## src/rtl/lab1_imul_pkg.sv

```systemverilog
// Shared definitions for the variable-latency multiplier: FSM state encoding
// and helpers that locate the request message fields for a given operand width.
package lab1_imul_pkg;

  typedef enum logic [1:0] {
    IDLE = 2'd0,
    CALC = 2'd1,
    DONE = 2'd2
  } state_e;

  // Request message layout: {signed_mode, a, b}
  function automatic int msg_mode_idx(input int nbits);
    return 2 * nbits;
  endfunction

  function automatic int msg_a_msb(input int nbits);
    return 2 * nbits - 1;
  endfunction

  function automatic int msg_a_lsb(input int nbits);
    return nbits;
  endfunction

  function automatic int msg_b_msb(input int nbits);
    return nbits - 1;
  endfunction

endpackage

```

## src/rtl/lab1_imul_tz_count.sv

```systemverilog
// Trailing-zero count of the remaining multiplier bits, saturating at MAX_SKIP
// so one CALC cycle never shifts further than the skip limit.
module lab1_imul_tz_count
  import lab1_imul_pkg::*;
#(
  parameter int NBITS    = 32,
  parameter int MAX_SKIP = 8,
  parameter int KW       = $clog2(MAX_SKIP + 1)
) (
  input  logic [NBITS-1:0] b_i,
  output logic [KW-1:0]    k_o
);

  logic found_s;

  // First set bit among the low MAX_SKIP bits wins; none set means a full skip.
  always_comb begin
    k_o     = KW'(MAX_SKIP);
    found_s = 1'b0;
    for (int i = 0; i < MAX_SKIP; i++) begin
      if (!found_s && b_i[i]) begin
        k_o     = KW'(i);
        found_s = 1'b1;
      end else begin
        found_s = found_s;
      end
    end
  end

endmodule

```

## src/rtl/vc_SimpleAdder.sv

```systemverilog
// Plain modular adder shared by the accumulate and final-negate steps.
module vc_SimpleAdder #(
  parameter int nbits = 32
) (
  input  logic [nbits-1:0] in0,
  input  logic [nbits-1:0] in1,
  output logic [nbits-1:0] out
);

  assign out = in0 + in1;

endmodule

```

## src/rtl/lab1_imul_int_mul_var_param.sv

```systemverilog
// Variable-latency shift-add multiplier: one partial product or one zero-run
// skip per CALC cycle, full 2*NBITS product, signed or unsigned per request.
module lab1_imul_int_mul_var_param
  import lab1_imul_pkg::*;
#(
  parameter int NBITS    = 32,
  parameter int MAX_SKIP = 8
) (
  input  logic             clk,
  input  logic             reset,
  input  logic             istream_val,
  output logic             istream_rdy,
  input  logic [2*NBITS:0] istream_msg,
  output logic             ostream_val,
  input  logic             ostream_rdy,
  output logic [2*NBITS-1:0] ostream_msg
);

  localparam int W        = 2 * NBITS;
  localparam int KW       = $clog2(MAX_SKIP + 1);
  localparam int MODE_IDX = msg_mode_idx(NBITS);
  localparam int A_MSB    = msg_a_msb(NBITS);
  localparam int A_LSB    = msg_a_lsb(NBITS);
  localparam int B_MSB    = msg_b_msb(NBITS);

  state_e           state_q, state_d;
  logic [W-1:0]     acc_q, acc_d;
  logic [W-1:0]     a_q, a_d;
  logic [NBITS-1:0] b_q, b_d;
  logic             neg_q, neg_d;

  logic             mode_s;
  logic [NBITS-1:0] a_in_s, b_in_s, a_mag_s, b_mag_s;
  logic [W-1:0]     add_in0_s, add_in1_s, sum_s;
  logic [KW-1:0]    k_s;

  assign mode_s = istream_msg[MODE_IDX];
  assign a_in_s = istream_msg[A_MSB:A_LSB];
  assign b_in_s = istream_msg[B_MSB:0];

  // -2^(NBITS-1) negates to itself, which is already the correct unsigned magnitude.
  assign a_mag_s = (mode_s && a_in_s[NBITS-1]) ? (~a_in_s + NBITS'(1)) : a_in_s;
  assign b_mag_s = (mode_s && b_in_s[NBITS-1]) ? (~b_in_s + NBITS'(1)) : b_in_s;

  lab1_imul_tz_count #(.NBITS(NBITS), .MAX_SKIP(MAX_SKIP), .KW(KW)) u_tz (
    .b_i (b_q),
    .k_o (k_s)
  );

  vc_SimpleAdder #(.nbits(W)) u_add (
    .in0 (add_in0_s),
    .in1 (add_in1_s),
    .out (sum_s)
  );

  assign istream_rdy = reset && (state_q == IDLE);
  assign ostream_val = reset && (state_q == DONE);
  assign ostream_msg = acc_q;

  // Next-state and datapath control; the adder either accumulates a_q or forms ~acc+1.
  always_comb begin
    state_d   = state_q;
    acc_d     = acc_q;
    a_d       = a_q;
    b_d       = b_q;
    neg_d     = neg_q;
    add_in0_s = acc_q;
    add_in1_s = a_q;
    case (state_q)
      IDLE: begin
        if (istream_val) begin
          a_d     = W'(a_mag_s);
          b_d     = b_mag_s;
          neg_d   = mode_s & (a_in_s[NBITS-1] ^ b_in_s[NBITS-1]);
          acc_d   = {W{1'b0}};
          state_d = CALC;
        end else begin
          state_d = IDLE;
        end
      end
      CALC: begin
        if (b_q == {NBITS{1'b0}}) begin
          add_in0_s = neg_q ? ~acc_q : acc_q;
          add_in1_s = neg_q ? W'(1) : {W{1'b0}};
          acc_d     = sum_s;
          state_d   = DONE;
        end else if (b_q[0]) begin
          acc_d = sum_s;
          a_d   = a_q << 1;
          b_d   = b_q >> 1;
        end else begin
          a_d = a_q << k_s;
          b_d = b_q >> k_s;
        end
      end
      DONE: begin
        if (ostream_rdy) begin
          state_d = IDLE;
        end else begin
          state_d = DONE;
        end
      end
      default: begin
        state_d = IDLE;
      end
    endcase
  end

  // State and datapath registers with synchronous active-low reset.
  always_ff @(posedge clk) begin
    if (!reset) begin
      state_q <= IDLE;
      acc_q   <= {W{1'b0}};
      a_q     <= {W{1'b0}};
      b_q     <= {NBITS{1'b0}};
      neg_q   <= 1'b0;
    end else begin
      state_q <= state_d;
      acc_q   <= acc_d;
      a_q     <= a_d;
      b_q     <= b_d;
      neg_q   <= neg_d;
    end
  end

endmodule

```

## config.mk

```make
export PLATFORM = sky130hd
export DESIGN_NAME = lab1_imul_int_mul_var_param
export DESIGN_NICKNAME = d
export VERILOG_FILES = /design/src/rtl/lab1_imul_pkg.sv /design/src/rtl/lab1_imul_tz_count.sv /design/src/rtl/vc_SimpleAdder.sv /design/src/rtl/lab1_imul_int_mul_var_param.sv
export SDC_FILE = /design/constraint.sdc
export NUM_CORES = 1
export LEC_CHECK = 0
export ABC_CLOCK_PERIOD_IN_PS = 13200
export CORE_MARGIN = 2
export CORE_UTILIZATION = 30
export CTS_BUF_LIST = sky130_fd_sc_hd__clkbuf_8 sky130_fd_sc_hd__clkbuf_16
export CTS_CLUSTER_DIAMETER = 30
export DETAILED_ROUTE_END_ITERATION = 8
export PLACE_DENSITY_LB_ADDON = 0.1
export SLEW_MARGIN = 20
export SYNTH_ARGS = -nofsm -noshare
export SYNTH_HDL_FRONTEND = slang
export SYNTH_SLANG_ARGS = --single-unit
```

## constraint.sdc

```tcl
create_clock -name clk -period 13.2 [get_ports clk]
set_input_delay 2.64 -clock clk [delete_from_list [all_inputs] [get_ports clk]]
set_output_delay 2.64 -clock clk [all_outputs]
set_load 0.03 [all_outputs]
```

=== Word-level counts from Yosys, hierarchy flattened ===
Index checks and enable logic that the tools add are counted.
W data, S select, Z words.

* Reductions and logical operators: 24
* Bitwise operators: 5
* Add/subtract/negate cells: 3
* Shift-type cells: 2
* Multiplexer cells: 39
* Equal/unequal tests: 6

{| class="wikitable"
|+ Operators with widths
! operator !! count
|-
| $mux W64 || 11
|-
| $pmux W64 S2 || 2
|-
| $mux W32 || 5
|-
| $add A32 B1 Y32 const B || 2
|-
| $add A64 B64 Y64 || 1
|-
| $not A32 Y32 || 2
|-
| $not A64 Y64 || 1
|-
| $pmux W32 S2 || 1
|-
| $shl A64 B4 Y64 || 1
|-
| $logic_not A32 Y1 || 1
|-
| $mux W4 || 8
|-
| $shr A32 B4 Y32 || 1
|-
| $logic_and A1 B1 Y1 || 11
|-
| $mux W1 || 9
|-
| $logic_not A1 Y1 || 7
|-
| $ne A2 B2 Y1 const B || 3
|-
| $pmux W2 S3 || 1
|-
| $reduce_and A3 Y1 || 2
|-
| $mux W2 || 2
|-
| $ne A3 B3 Y1 const B || 1
|-
| $eq A2 B1 Y1 const B || 1
|-
| $eq A2 B2 Y1 const B || 1
|-
| $logic_not A2 Y1 || 1
|-
| $reduce_and A2 Y1 || 1
|-
| other kinds (3) || 3
|}

* Output and inout port bits: 66
* Flip-flop bits (word level): 163
* Word-level logic and storage cells: 84
* Input bits: 69

=== Logic depth before layout (Yosys ltp) ===
* Depth in word-level cells: 26
* Depth in mapped cells: 21
* Gate-level depth less buffers: 18

=== Hierarchy ===
From an unflattened synthesis, not the netlist that was laid out.

* Cell total of the unflattened synthesis: 2228
* Area, all modules: 17702.0 µm²

{| class="wikitable"
|+ Modules (own cells, without submodules)
! module !! sequential area each (µm²) !! cells each !! instances !! area each (µm²)
|-
| lab1_imul_int_mul_var_param || 3263.1 || 1649 || 1 || 13775.7
|-
| vc_SimpleAdder || 0.0 || 564 || 1 || 3837.4
|-
| lab1_imul_tz_count || 0.0 || 15 || 1 || 88.8
|}

=== Worst setup path before layout ===
No wires, ideal clock.

* Path type: input to output
* Start: input reset
* End: output istream_rdy
* Stages: 3
* Slack: 7.012 ns
* Path buffers: 1
* Data arrival time: 3.548 ns
* Required time: 10.560 ns
* Cells stage by stage: inv_2 clkbuf_1 nor3_1

* Cells in the longest elaborated chain, start to end: 1

{| class="wikitable"
|+ RTL lines
! item !! RTL line !! source
|-
| start: declaration || lab1_imul_int_mul_var_param.sv:10 || <nowiki>input logic reset,</nowiki>
|-
| $logic_and A1 B1 Y1 || lab1_imul_int_mul_var_param.sv:56 || <nowiki>assign istream_rdy = reset && (state_q == IDLE);</nowiki>
|-
| end: declaration || lab1_imul_int_mul_var_param.sv:12 || <nowiki>output logic istream_rdy,</nowiki>
|}

No other way between the ends.

=== Worst setup path after layout ===
* Start: input reset
* End: output ostream_val

* Cells in the longest elaborated chain, start to end: 1

{| class="wikitable"
|+ RTL lines
! item !! RTL line !! source
|-
| $logic_and A1 B1 Y1 || lab1_imul_int_mul_var_param.sv:57 || <nowiki>assign ostream_val = reset && (state_q == DONE);</nowiki>
|-
| end: declaration || lab1_imul_int_mul_var_param.sv:14 || <nowiki>output logic ostream_val,</nowiki>
|}

No other way between the ends.

==> metrics.txt <==
# TYPE chip_impl_metric gauge
chip_impl_info{name="status",value="finished clean"} 1
chip_impl_metric{name="initial_core_util",unit=""} 0.305
chip_impl_metric{name="drtIter0Drc",unit=""} 1329
chip_impl_metric{name="synth_area_in_simple_gates",unit=""} 0.222
chip_impl_metric{name="clock_skew",unit="ns"} 0.0112
chip_impl_metric{name="met1Wirelength",unit="um"} 30500
chip_impl_metric{name="clk-insertion-delay-late",unit="ns"} 0.50
chip_impl_metric{name="final_net_count",unit=""} 2386
chip_impl_metric{name="clkSinkCount",unit=""} 163
chip_impl_metric{name="synth-seq-area-share",unit=""} 0.203
chip_impl_info{name="crit_path_end_kind",value="output port"} 1
chip_impl_metric{name="data_required_time_at_the_worst_endpoint",unit="ns"} 10.56
chip_impl_metric{name="area_growth",unit="%"} 14.9
chip_impl_metric{name="core_area",unit="sq um"} 52900
chip_impl_metric{name="tritoncts.num_buffers",unit=""} 17
chip_impl_metric{name="vias_in_the_first_global_route",unit=""} 16100
chip_impl_metric{name="cp.arrival",unit="ns"} 3.82
chip_impl_metric{name="timing.hold.ws",unit="ns"} 0.480
chip_impl_info{name="hold_end",value="ostream_msg[63]"} 1
chip_impl_metric{name="buffers_from_clock_root_to_sink_at_most",unit=""} 2
chip_impl_info{name="commonest_non_fill_non_tap_cell_in_the_layout",value="sky130_fd_sc_hd__nand2_1"} 1
chip_impl_metric{name="final_hold_viol_count",unit=""} 0
chip_impl_metric{name="fp.dieArea",unit="sq um"} 55600
chip_impl_metric{name="grt_first_pass_wirelength",unit="um"} 96000
chip_impl_metric{name="width_of_the_die",unit="um"} 236
chip_impl_metric{name="clock_power_share",unit=""} 0.231
chip_impl_metric{name="share_comb_of_total_power",unit=""} 0.500
chip_impl_metric{name="syn-num-nets",unit=""} 2366
chip_impl_metric{name="max-slew-margin-rel",unit=""} 0.309
chip_impl_metric{name="regArea",unit="sq um"} 3260
chip_impl_metric{name="postCtsSetupBuffers",unit=""} 0
chip_impl_metric{name="fillers",unit=""} 5664
chip_impl_metric{name="multi_input_gate_area_in_the_final_layout",unit="sq um"} 12100
chip_impl_metric{name="timing.final.crit_period",unit="ns"} 6.46
chip_impl_metric{name="initial_antenna_violation_count",unit=""} 0
chip_impl_metric{name="wl_met3",unit="um"} 3240
chip_impl_metric{name="port_buf_inserts",unit=""} 134
chip_impl_metric{name="io_pins",unit=""} 135
chip_impl_info{name="hold_path_class",value="reg2reg"} 1
chip_impl_metric{name="die-height",unit="um"} 236
chip_impl_metric{name="net_sw_frac",unit=""} 0.460
chip_impl_metric{name="synth_xor_area_frac",unit=""} 0.0967
chip_impl_metric{name="cts.repair.resized",unit=""} 0
chip_impl_metric{name="clock_pin_slew_worst_setup_and_hold_paths",unit="ns"} 0.06
chip_impl_metric{name="power.density_cell_area",unit="nW/um^2"} 125
chip_impl_metric{name="vias_per_cell",unit=""} 5.62
chip_impl_info{name="critical_path.reg2reg.startpoint",value="b_q[31]"} 1
chip_impl_metric{name="globalRouteTotalUtil",unit=""} 0.219
chip_impl_metric{name="sw_pwr",unit="mW"} 1.07
chip_impl_metric{name="fraction_of_power_consumed_by_sequential_logic",unit=""} 0.269
chip_impl_info{name="setup.worst_path.start_class",value="input port"} 1
chip_impl_metric{name="drtAntennaViolNets",unit=""} 0
chip_impl_metric{name="synthAdderAreaFrac",unit=""} 0.0517
chip_impl_metric{name="worstMarginPinSlew",unit="ns"} 1.04
chip_impl_metric{name="cell_internal_pwr",unit="mW"} 1.25
chip_impl_metric{name="detailroute.wirelength.met2",unit="um"} 26600
chip_impl_metric{name="num_vias",unit=""} 16600
chip_impl_metric{name="cts_max_level",unit=""} 4
chip_impl_metric{name="synth-seq-cells",unit=""} 163
chip_impl_metric{name="top_fanout_value_on_the_critical_path",unit=""} 4
chip_impl_metric{name="placement_rows",unit=""} 84
chip_impl_metric{name="place.gp.congestion",unit=""} 0.892
chip_impl_metric{name="dp_hpwl",unit="um"} 45000
chip_impl_info{name="reg2reg_to",value="ostream_msg[60]"} 1
chip_impl_metric{name="totalNegativeSetupSlack",unit="ns"} 0
chip_impl_metric{name="postRouteWirelength",unit="um"} 61600
chip_impl_metric{name="synth.mux.area_fraction",unit=""} 0.116
chip_impl_info{name="synth_top_family_by_area",value="compound AO/OA/AOI/OAI gates"} 1
chip_impl_metric{name="synthesis.yosys.warnings",unit=""} 0
chip_impl_info{name="worstSetupStartpoint",value="reset"} 1
chip_impl_metric{name="timing.hold.worst_path_depth",unit=""} 2
chip_impl_metric{name="number_of_instances_in_the_synthesized_netlist",unit=""} 2231
chip_impl_metric{name="cts-hold-fix-buffers",unit=""} 0
chip_impl_metric{name="synthArstFlopShare",unit=""} 0
chip_impl_metric{name="post_route_cells_drive_above_1_share",unit=""} 0.0512
chip_impl_metric{name="drt_drc_violations_left",unit=""} 0
chip_impl_metric{name="synth_area",unit="sq um"} 16100
chip_impl_metric{name="setup_viol_count_final",unit=""} 0
chip_impl_info{name="ys.flop_type",value="sky130_fd_sc_hd__dfxtp_1"} 1
chip_impl_info{name="tritoncts",value="done"} 1
chip_impl_metric{name="regToRegSetupSlack",unit="ns"} 6.95
chip_impl_metric{name="synth-edff-count",unit=""} 0
chip_impl_info{name="highest-signal-layer",value="met4"} 1
chip_impl_metric{name="largest_net_degree_at_the_start_of_global_routing",unit=""} 69
chip_impl_metric{name="avg_synthesized_cell_area",unit="sq um"} 7.22
chip_impl_info{name="hold_path_startpoint",value="ostream_msg[63]"} 1
chip_impl_metric{name="achievable-frequency",unit="GHz"} 0.155
chip_impl_metric{name="synthDistinctLibCells",unit=""} 80
chip_impl_metric{name="vdd_ir_drop_max",unit="V"} 0.000111
chip_impl_metric{name="power_leakage",unit="nW"} 7.28
chip_impl_metric{name="drt-pass1-iter-count",unit=""} 7
chip_impl_info{name="cts_root_buf",value="sky130_fd_sc_hd__clkbuf_16"} 1
chip_impl_metric{name="min_period_over_period",unit=""} 0.489
chip_impl_metric{name="worst-r2r-cell-count",unit=""} 18
chip_impl_metric{name="max-cap-violations",unit=""} 0
chip_impl_info{name="rsz_0062_raised_after_global_routing",value="no"} 1
chip_impl_metric{name="antenna_cells",unit=""} 0
chip_impl_metric{name="total_congestion_overflow",unit=""} 0
chip_impl_metric{name="synth_compound_area_frac",unit=""} 0.261
chip_impl_info{name="timing.setup.critical_path_class",value="in2out"} 1
chip_impl_info{name="most_frequent_cells_in_the_layout",value="sky130_fd_sc_hd__nand2_1 (366), sky130_fd_sc_hd__a21oi_1 (219), sky130_fd_sc_hd__mux2i_1 (168)"} 1
chip_impl_metric{name="drt-wirelength-per-cell",unit="um"} 20.9
chip_impl_metric{name="final_max_slew_viol_count",unit=""} 0
==> state kept, by name, indices dropped and copies added, names as in the netlist <==
| name | cells |
|---|---|
| a_q | 64 |
| b_q | 32 |
| neg_q | 1 |
| ostream_msg | 64 |
| state_q | 2 |
==> per-layer routing <==
layer	vias up	GRT usage
met1	7880	0.315
li1	8153	-
met5	-	0
met3	61	0.0353
met4	0	0.0649
met2	496	0.334
==> cell usage after synthesis, drive strengths merged (4+ instances only) <==
cell type	number	share of area
a21oi	220	0.068
a21boi	8	0.0037
mux2	17	0.012
a22oi	12	0.0056
and2	8	0.0031
xor2	56	0.030
nand3	59	0.019
o211ai	12	0.0056
a31oi	19	0.0074
nor2	140	0.033
a21o	36	0.017
o21ai	167	0.052
xnor2	122	0.066
mux2i	168	0.10
nand4	19	0.0074
buf	50	0.017
a221o	8	0.0050
clkbuf	111	0.026
o22ai	20	0.0078
nor4	20	0.011
nand2b	7	0.0027
o21a	5	0.0023
o21bai	12	0.0056
or4	5	0.0026
nor3	42	0.013
or2	6	0.0023
o221ai	50	0.027
dfxtp	163	0.20
inv	31	0.0072
o31ai	14	0.0065
o41ai	7	0.0038
a2111oi	4	0.0022
nor2b	70	0.027
a211oi	14	0.0065
ha	65	0.050
and3	10	0.0039
or3	10	0.0043
a221oi	35	0.019
nor3b	4	0.0019
nand2	370	0.086
==> worst max-delay path, stage by stage <==
cell	delay [ns]
sky130_fd_sc_hd__buf_2	0.12
sky130_fd_sc_hd__inv_2	0.05
sky130_fd_sc_hd__nor3b_1	0.27
sky130_fd_sc_hd__clkdlybuf4s50_1	0.73
==> power by group through the flow <==
stage | sequential, mW | combinational [mW] | clock, mW
finish | 0.624 | 1.16 | 0.536
detailed placement | 0.633 | 1.15 | 0
floorplan | 0.599 | 0.841 | 0
global placement | 0.631 | 1.15 | 0
global route | 0.631 | 1.26 | 0.568
CTS | 0.621 | 1.15 | 0.553
==> how the worst max path moves through the flow <==
stage	endpoint	slack (ns)	cells past startpoint
after floorplan	istream_rdy	7.01	3
after global placement	ostream_val	6.79	4
after detailed placement	ostream_val	6.75	4
after CTS	ostream_val	6.73	4
after global routing	ostream_msg[60]	6.51	18
final	ostream_val	6.74	4
==> layout make-up <==
type | count | area share
clock buffer | 18 | 0.0237
clock inverter | 14 | 0.00885
inverter | 31 | 0.00629
multi-input combinational | 1876 | 0.655
sequential | 163 | 0.176
tap | 688 | 0.0465
timing repair buffer | 162 | 0.0835
==> metrics by stage <==
stage               utilization  power [mW]  std cells  area [sq um]  setup slack [ns]
detailed placement        0.339        1.78       2920         17900              6.75
global placement          0.339        1.78       2920         17900              6.79
finish                    0.350        2.32       2952         18500              6.74
floorplan                     -        1.44       2231         16100              7.01
CTS                       0.350        2.33       2952         18500              6.73
global route              0.350        2.46       2952         18500              6.51
==> kinds of logic (layout without fill, tap and decap cells) <==
group | count (synthesis) | in the layout
AO/OA/AOI/OAI | 669 | 669
buffers and inverters | 192 | 225
flip-flops | 163 | 163
multiplexers | 185 | 185
XOR/XNOR | 178 | 178
adder cells (fa/ha/maj) | 66 | 66
AND/OR/NAND/NOR | 778 | 778
No activity file was read; power rests on OpenSTA's default activity.
==> RTL change 1: new RTL, same settings <==
Encoding of `state_e`: now one-hot (3 bits for 3 states).
--- a/src/rtl/lab1_imul_pkg.sv
+++ b/src/rtl/lab1_imul_pkg.sv
@@ -3,8 +3,8 @@
 package lab1_imul_pkg;
 
-  typedef enum logic [1:0] {
-    IDLE = 2'd0,
-    CALC = 2'd1,
-    DONE = 2'd2
+  typedef enum logic [2:0] {
+    IDLE = 3'b001,
+    CALC = 3'b010,
+    DONE = 3'b100
   } state_e;
 
Behaviour: same outputs for any inputs over 4 cycles, from zero or initial values and one cycle with reset low; so few cycles prove little.
==> RTL change 1 against the unedited design <==
- setup slack got worse by 0.31 ns
- worst hold slack got worse by 0.0047 ns
- sequential cell count rose by 1
- register-to-register slack improved by 0.27 ns
- combinational power fell by 40%
- total power fell by 20%
- area after synthesis rose by 2.7%
- largest power group unchanged
- clock power rose by 9.0%
- final area rose by 2.4%
- wire length fell by 4.3%
- non-clock buffer count did not move
==> RTL change 1: results (changes against the unedited design) <==
<table>
<tr><th>Metric</th><th>Value</th></tr>
<tr><th colspan="2">Logic synthesis</th></tr>
<tr><td>Leading post-synthesis cells by cell area</td><td>dfxtp_1 (20%), mux2i_1 (11%), nand2_1 (7.0%), xnor2_1 (6.7%), a21oi_1 (5.9%)</td></tr>
<tr><td>Area fraction in compound gates after synthesis</td><td>26.7% (+0.63 points)</td></tr>
<tr><td>Fraction of the mapped netlist area in adder cells</td><td>5.03% (-0.14 points)</td></tr>
<tr><td>Number of different library cells in the post-synthesis netlist</td><td>93 (+16%)</td></tr>
<tr><td>Post-synthesis mux area share</td><td>13.0% (+1.4 points)</td></tr>
<tr><td>Area share of xor/xnor cells in the synthesized design</td><td>9.36% (-0.31 points)</td></tr>
<tr><td>Portion of the post-synthesis area used by sequential elements</td><td>19.8% (-0.42 points)</td></tr>
<tr><th colspan="2">Layout</th></tr>
<tr><td>Combined area of the multi-input logic cells</td><td>12500 um2 (+3.0%)</td></tr>
<tr><td>Layout filler cell count</td><td>5853 (+3.3%)</td></tr>
<tr><td>Proportion of layout cells with a drive suffix above 1</td><td>6.95% (+1.8 points)</td></tr>
<tr><td>Net count of the finished layout</td><td>2338 (-2.0%)</td></tr>
<tr><th colspan="2">Power</th></tr>
<tr><td>Peak supply drop</td><td>107 uV (-3.5%)</td></tr>
<tr><td>Total internal power</td><td>1130 uW (-9.6%)</td></tr>
<tr><th colspan="2">Drt</th></tr>
<tr><td>Via density</td><td>5.57 (-0.81%)</td></tr>
<tr><td>WL/cell</td><td>20.2 um (-3.2%)</td></tr>
<tr><td>Number of design-rule violations left by the first detailed-router iteration</td><td>1085 (-18%)</td></tr>
<tr><th colspan="2">Timing</th></tr>
<tr><td>Slew HR</td><td>27.1% (-3.8 points)</td></tr>
<tr><td>Peak clock frequency supported by timing</td><td>148 MHz (-4.6%)</td></tr>
<tr><td>Post-Route Skew</td><td>0.0147 ns (+0.00348 ns)</td></tr>
<tr><th colspan="2">Place</th></tr>
<tr><td>Pre-CTS setup slack</td><td>6.40 ns (-0.348 ns)</td></tr>
<tr><td>Final estimated routing congestion in global placement</td><td>0.872 (-2.3%)</td></tr>
<tr><td>HPWL after detailed placement</td><td>43.0 mm (-4.3%)</td></tr>
<tr><th colspan="2">Setup path</th></tr>
<tr><td>Worst-path maximum fanout</td><td>68 (+64)</td></tr>
<tr><td>Length in cells of the worst reg-to-reg path</td><td>20 (+2)</td></tr>
<tr><td>Worst endpoint data arrival time</td><td>4.13 ns (+0.31 ns)</td></tr>
<tr><td>Delay contributed by the slowest stage of the critical path</td><td>0.69 ns (-0.04 ns)</td></tr>
<tr><td>Setup slack on the worst flop-to-flop path</td><td>7.22 ns (+0.27 ns)</td></tr>
<tr><th colspan="2">Status</th></tr>
<tr><td>Result of the run</td><td>complete, no violations</td></tr>
</table>
==> RTL change 1: changes by cell type after synthesis, moves of 13 or more <==
cell / delta
nor2b_1: +55
a21oi_1: -25
a21boi_0: +13
o221ai_1: -17
nand3_1: -30
a22oi_1: +23
mux2_2: +16
o21ai_0: -26
nor2_1: -29
nand2_1: -61
==> RTL change 1: tightest hold or removal path, cell delays in order, from the launching register on <==
cell and delay (ns):
dfxtp_1 0.33, nand2_1 0.06, o21ai_1 0.05
==> RTL change 1: layer usage <==
layer / up-vias / part of all wire, % / global-route usage, %
met1: 7830 / 48 / 28.3
met5: - / 0 / 0
met4: 0 / 1.3 / 4.66
li1: 7996 / - / -
met3: 43 / 4.3 / 2.98
met2: 402 / 46 / 34.0
==> RTL change 1: logic make-up after synthesis <==
logic type | Yosys count
compound gates | 664
xor+xnor | 177
fa+ha+maj | 66
buf+inv | 193
flops | 164
mux | 211
simple gates | 714
==> RTL change 1: stage by stage <==
step / std cells / hold WS [ns]
floorplan: 2189 / 0.450
global placement: 2888 / 0.470
detailed placement: 2888 / 0.472
CTS: 2919 / 0.483
global route: 2919 / 0.515
finish: 2919 / 0.475
==> RTL change 1: worst min path at each step <==
stage / startpoint / endpoint / cells after the start
6_report: ostream_msg[49] / ostream_msg[49] / 2
5_1_grt: ostream_msg[44] / ostream_msg[44] / 2
4_1_cts: ostream_msg[57] / ostream_msg[57] / 2
3_5_place_dp: ostream_msg[57] / ostream_msg[57] / 2
3_3_place_gp: ostream_msg[57] / ostream_msg[57] / 2
2_1_floorplan: neg_q / neg_q / 2
==> RTL change 1: cell type report <==
class / count / area share, %
Timing Repair Buffer: 162 / 8.17
Clock inverter: 9 / 0.924
Multi-Input combinational cell: 1832 / 65.8
Inverter: 26 / 0.515
Sequential cell: 164 / 17.3
Tap cell: 704 / 4.64
Clock buffer: 22 / 2.61
==> RTL change 1: power groups by stage <==
stage	clock network (uW)	registers, uW	logic (uW)
6_report	584	562	700
5_1_grt	621	565	757
4_1_cts	603	561	696
3_5_place_dp	0	573	694
3_3_place_gp	0	572	693
2_1_floorplan	0	552	518
==> RTL change 2: new RTL, same settings <==
Without the edit above. `MAX_SKIP` is set to 8 in 2 places; all go to 4.
--- a/src/rtl/lab1_imul_tz_count.sv
+++ b/src/rtl/lab1_imul_tz_count.sv
@@ -5,5 +5,5 @@
 #(
   parameter int NBITS    = 32,
-  parameter int MAX_SKIP = 8,
+  parameter int MAX_SKIP = 4,
   parameter int KW       = $clog2(MAX_SKIP + 1)
 ) (
--- a/src/rtl/lab1_imul_int_mul_var_param.sv
+++ b/src/rtl/lab1_imul_int_mul_var_param.sv
@@ -5,5 +5,5 @@
 #(
   parameter int NBITS    = 32,
-  parameter int MAX_SKIP = 8
+  parameter int MAX_SKIP = 4
 ) (
   input  logic             clk,
Function: changed (a bounded check fails within 4 cycles, from zero or initial values and one cycle with reset low).
==> RTL change 2 against the unedited design <==
- die area down 3.7%
- maximum frequency shrank 4.9%
- wire length down 13%
- area after synthesis shrank 3.7%
- final area is 3.3% lower
- total power down 26%
- setup slack worse by 0.33 ns
- sequential cell count did not move
==> RTL change 2: results (changes against the unedited design) <==
<table>
<tr><th>Metric</th><th>Value</th></tr>
<tr><th colspan="2">Status</th></tr>
<tr><td>Result of the run</td><td>complete, no violations</td></tr>
<tr><th colspan="2">GRT</th></tr>
<tr><td>All-layer global routing usage</td><td>20.1% (-1.8 points)</td></tr>
<tr><td>Pin count of the biggest net entering global routing</td><td>68 (-1.4%)</td></tr>
<tr><td>Wire length of the first global-routing pass</td><td>85.8 mm (-11%)</td></tr>
<tr><th colspan="2">Power</th></tr>
<tr><td>Static power due to leakage</td><td>0.00725 uW (-0.38%)</td></tr>
<tr><td>Peak supply drop</td><td>102 uV (-8.0%)</td></tr>
<tr><th colspan="2">CTS</th></tr>
<tr><td>Reg clk slew, reported paths</td><td>around 0.07 ns</td></tr>
<tr><td>Clock insertion delay at the later pin of the skew report</td><td>0.46 ns (-0.04 ns)</td></tr>
<tr><th colspan="2">Layout</th></tr>
<tr><td>Number of antenna diodes</td><td>0 (unchanged)</td></tr>
<tr><td>Layout filler cell count</td><td>5454 (-3.7%)</td></tr>
<tr><td>Proportion of layout cells with a drive suffix above 1</td><td>5.05% (-0.074 points)</td></tr>
<tr><th colspan="2">Timing</th></tr>
<tr><td>Worst slew pin tran</td><td>1.02 ns (-0.0193 ns)</td></tr>
<tr><td>Post-Route Skew</td><td>0.0142 ns (+0.00302 ns)</td></tr>
<tr><th colspan="2">Drt</th></tr>
<tr><td>Via density</td><td>5.43 (-3.4%)</td></tr>
<tr><td>WL/cell</td><td>19.2 um (-7.9%)</td></tr>
<tr><td>Number of design-rule violations left by the first detailed-router iteration</td><td>975 (-27%)</td></tr>
<tr><th colspan="2">Logic synthesis</th></tr>
<tr><td>Portion of the post-synthesis area used by sequential elements</td><td>21.0% (+0.79 points)</td></tr>
<tr><td>Leading post-synthesis cells by cell area</td><td>dfxtp_1 (21%), mux2i_1 (8.3%), xor2_1 (6.4%), nand2_1 (6.3%), a21oi_1 (5.7%)</td></tr>
<tr><td>Most common library cells after synthesis</td><td>nand2_1 (260), a21oi_1 (178), dfxtp_1 (163), mux2i_1 (129), nor2_1 (128)</td></tr>
<tr><td>Synth Net Count</td><td>2224 (-6.0%)</td></tr>
<tr><td>Proportion of register bits with asynchronous set or reset after synthesis</td><td>0% (unchanged)</td></tr>
<tr><th colspan="2">Place</th></tr>
<tr><td>Final estimated routing congestion in global placement</td><td>0.862 (-3.4%)</td></tr>
<tr><td>HPWL after detailed placement</td><td>39.7 mm (-12%)</td></tr>
<tr><td>Pre-CTS setup slack</td><td>6.39 ns (-0.355 ns)</td></tr>
<tr><th colspan="2">Floorplanning</th></tr>
<tr><td>Starting density of the core</td><td>30.3% (-0.18 points)</td></tr>
<tr><th colspan="2">Setup path</th></tr>
<tr><td>Worst-path maximum fanout</td><td>46 (+42)</td></tr>
<tr><td>Slowest cell on crit path</td><td>clkdlybuf4s50_1</td></tr>
<tr><td>Worst endpoint data arrival time</td><td>4.15 ns (+0.33 ns)</td></tr>
<tr><td>Delay contributed by the slowest stage of the critical path</td><td>0.70 ns (-0.03 ns)</td></tr>
</table>
[RTL change 2: cell types whose count changed after synthesis, moves of 22 or more]
cell,delta
a221oi_1,-26
o211ai_1,+31
o221ai_1,-47
a22oi_1,+24
xor2_1,+58
a21boi_0,+27
nand3_1,-24
a311oi_1,+22
xnor2_1,-57
nor2b_1,+49
o21ai_0,-48
mux2i_1,-39
a21oi_1,-42
nand2_1,-109
[RTL change 2: final timing paths]
kind	to	slack (ns)	cells past startpoint	start
worst max-delay path	istream_rdy	6.41	4	reset
worst min-delay path	a_q[63]	0.49	2	a_q[63]
worst max register to register	ostream_msg[62]	6.90	19	b_q[1]
worst min register to register	a_q[63]	0.49	2	a_q[63]
[RTL change 2: area by class of cell]
class / count / area (um2) / area share (%)
Clock buffer: 17 / 425 / 2.38
Clock inverter: 15 / 206 / 1.15
Inverter: 35 / 131 / 0.734
Multi-Input combinational cell: 1728 / 11500 / 64.2
Sequential cell: 163 / 3260 / 18.2
Tap cell: 680 / 851 / 4.75
Timing Repair Buffer: 161 / 1540 / 8.59
[RTL change 2: stage by stage]
stage / instances / power, uW / cell area, um2
floorplan: 2089 / 987 / 15500
global placement: 2767 / 1160 / 17300
detailed placement: 2767 / 1170 / 17300
CTS: 2799 / 1730 / 17900
global route: 2799 / 1810 / 17900
finish: 2799 / 1710 / 17900
[RTL change 2: cells by family (layout without fill, tap and decap cells)]
logic type | after synthesis | in the layout | synth area share [%]
DFF | 163 | 163 | 21.0
muxes | 139 | 139 | 9.12
AOI/OAI and AO/OA | 647 | 647 | 27.2
adders and majority gates | 66 | 66 | 5.37
xor gates and xnor gates | 179 | 179 | 10.1
and+or+nand+nor | 697 | 697 | 22.0
buffers and inverters | 198 | 228 | 5.15
[RTL change 2: worst max-delay path, delay by kind of cell]
family,cells,cell delay [ns]
AND/OR/NAND/NOR,1,0.26
buffers and inverters,3,1.22
[RTL change 2: metal layers]
metal  up-vias  routed length (um)  global-route usage (%)
met3        40                2290                    2.40
met5         -                   0                       0
met4         0                 703                    4.50
met1      7168               27600                    30.0
li1       7622                   -                       -
met2       363               23300                    30.5
[RTL change 2: power by group]
part           internal, uW  leakage [uW]  switching [uW]
Sequential              521       0.00133            44.2
Combinational           222       0.00562             370
Clock                   319      0.000303             237
Total                  1060       0.00725             651
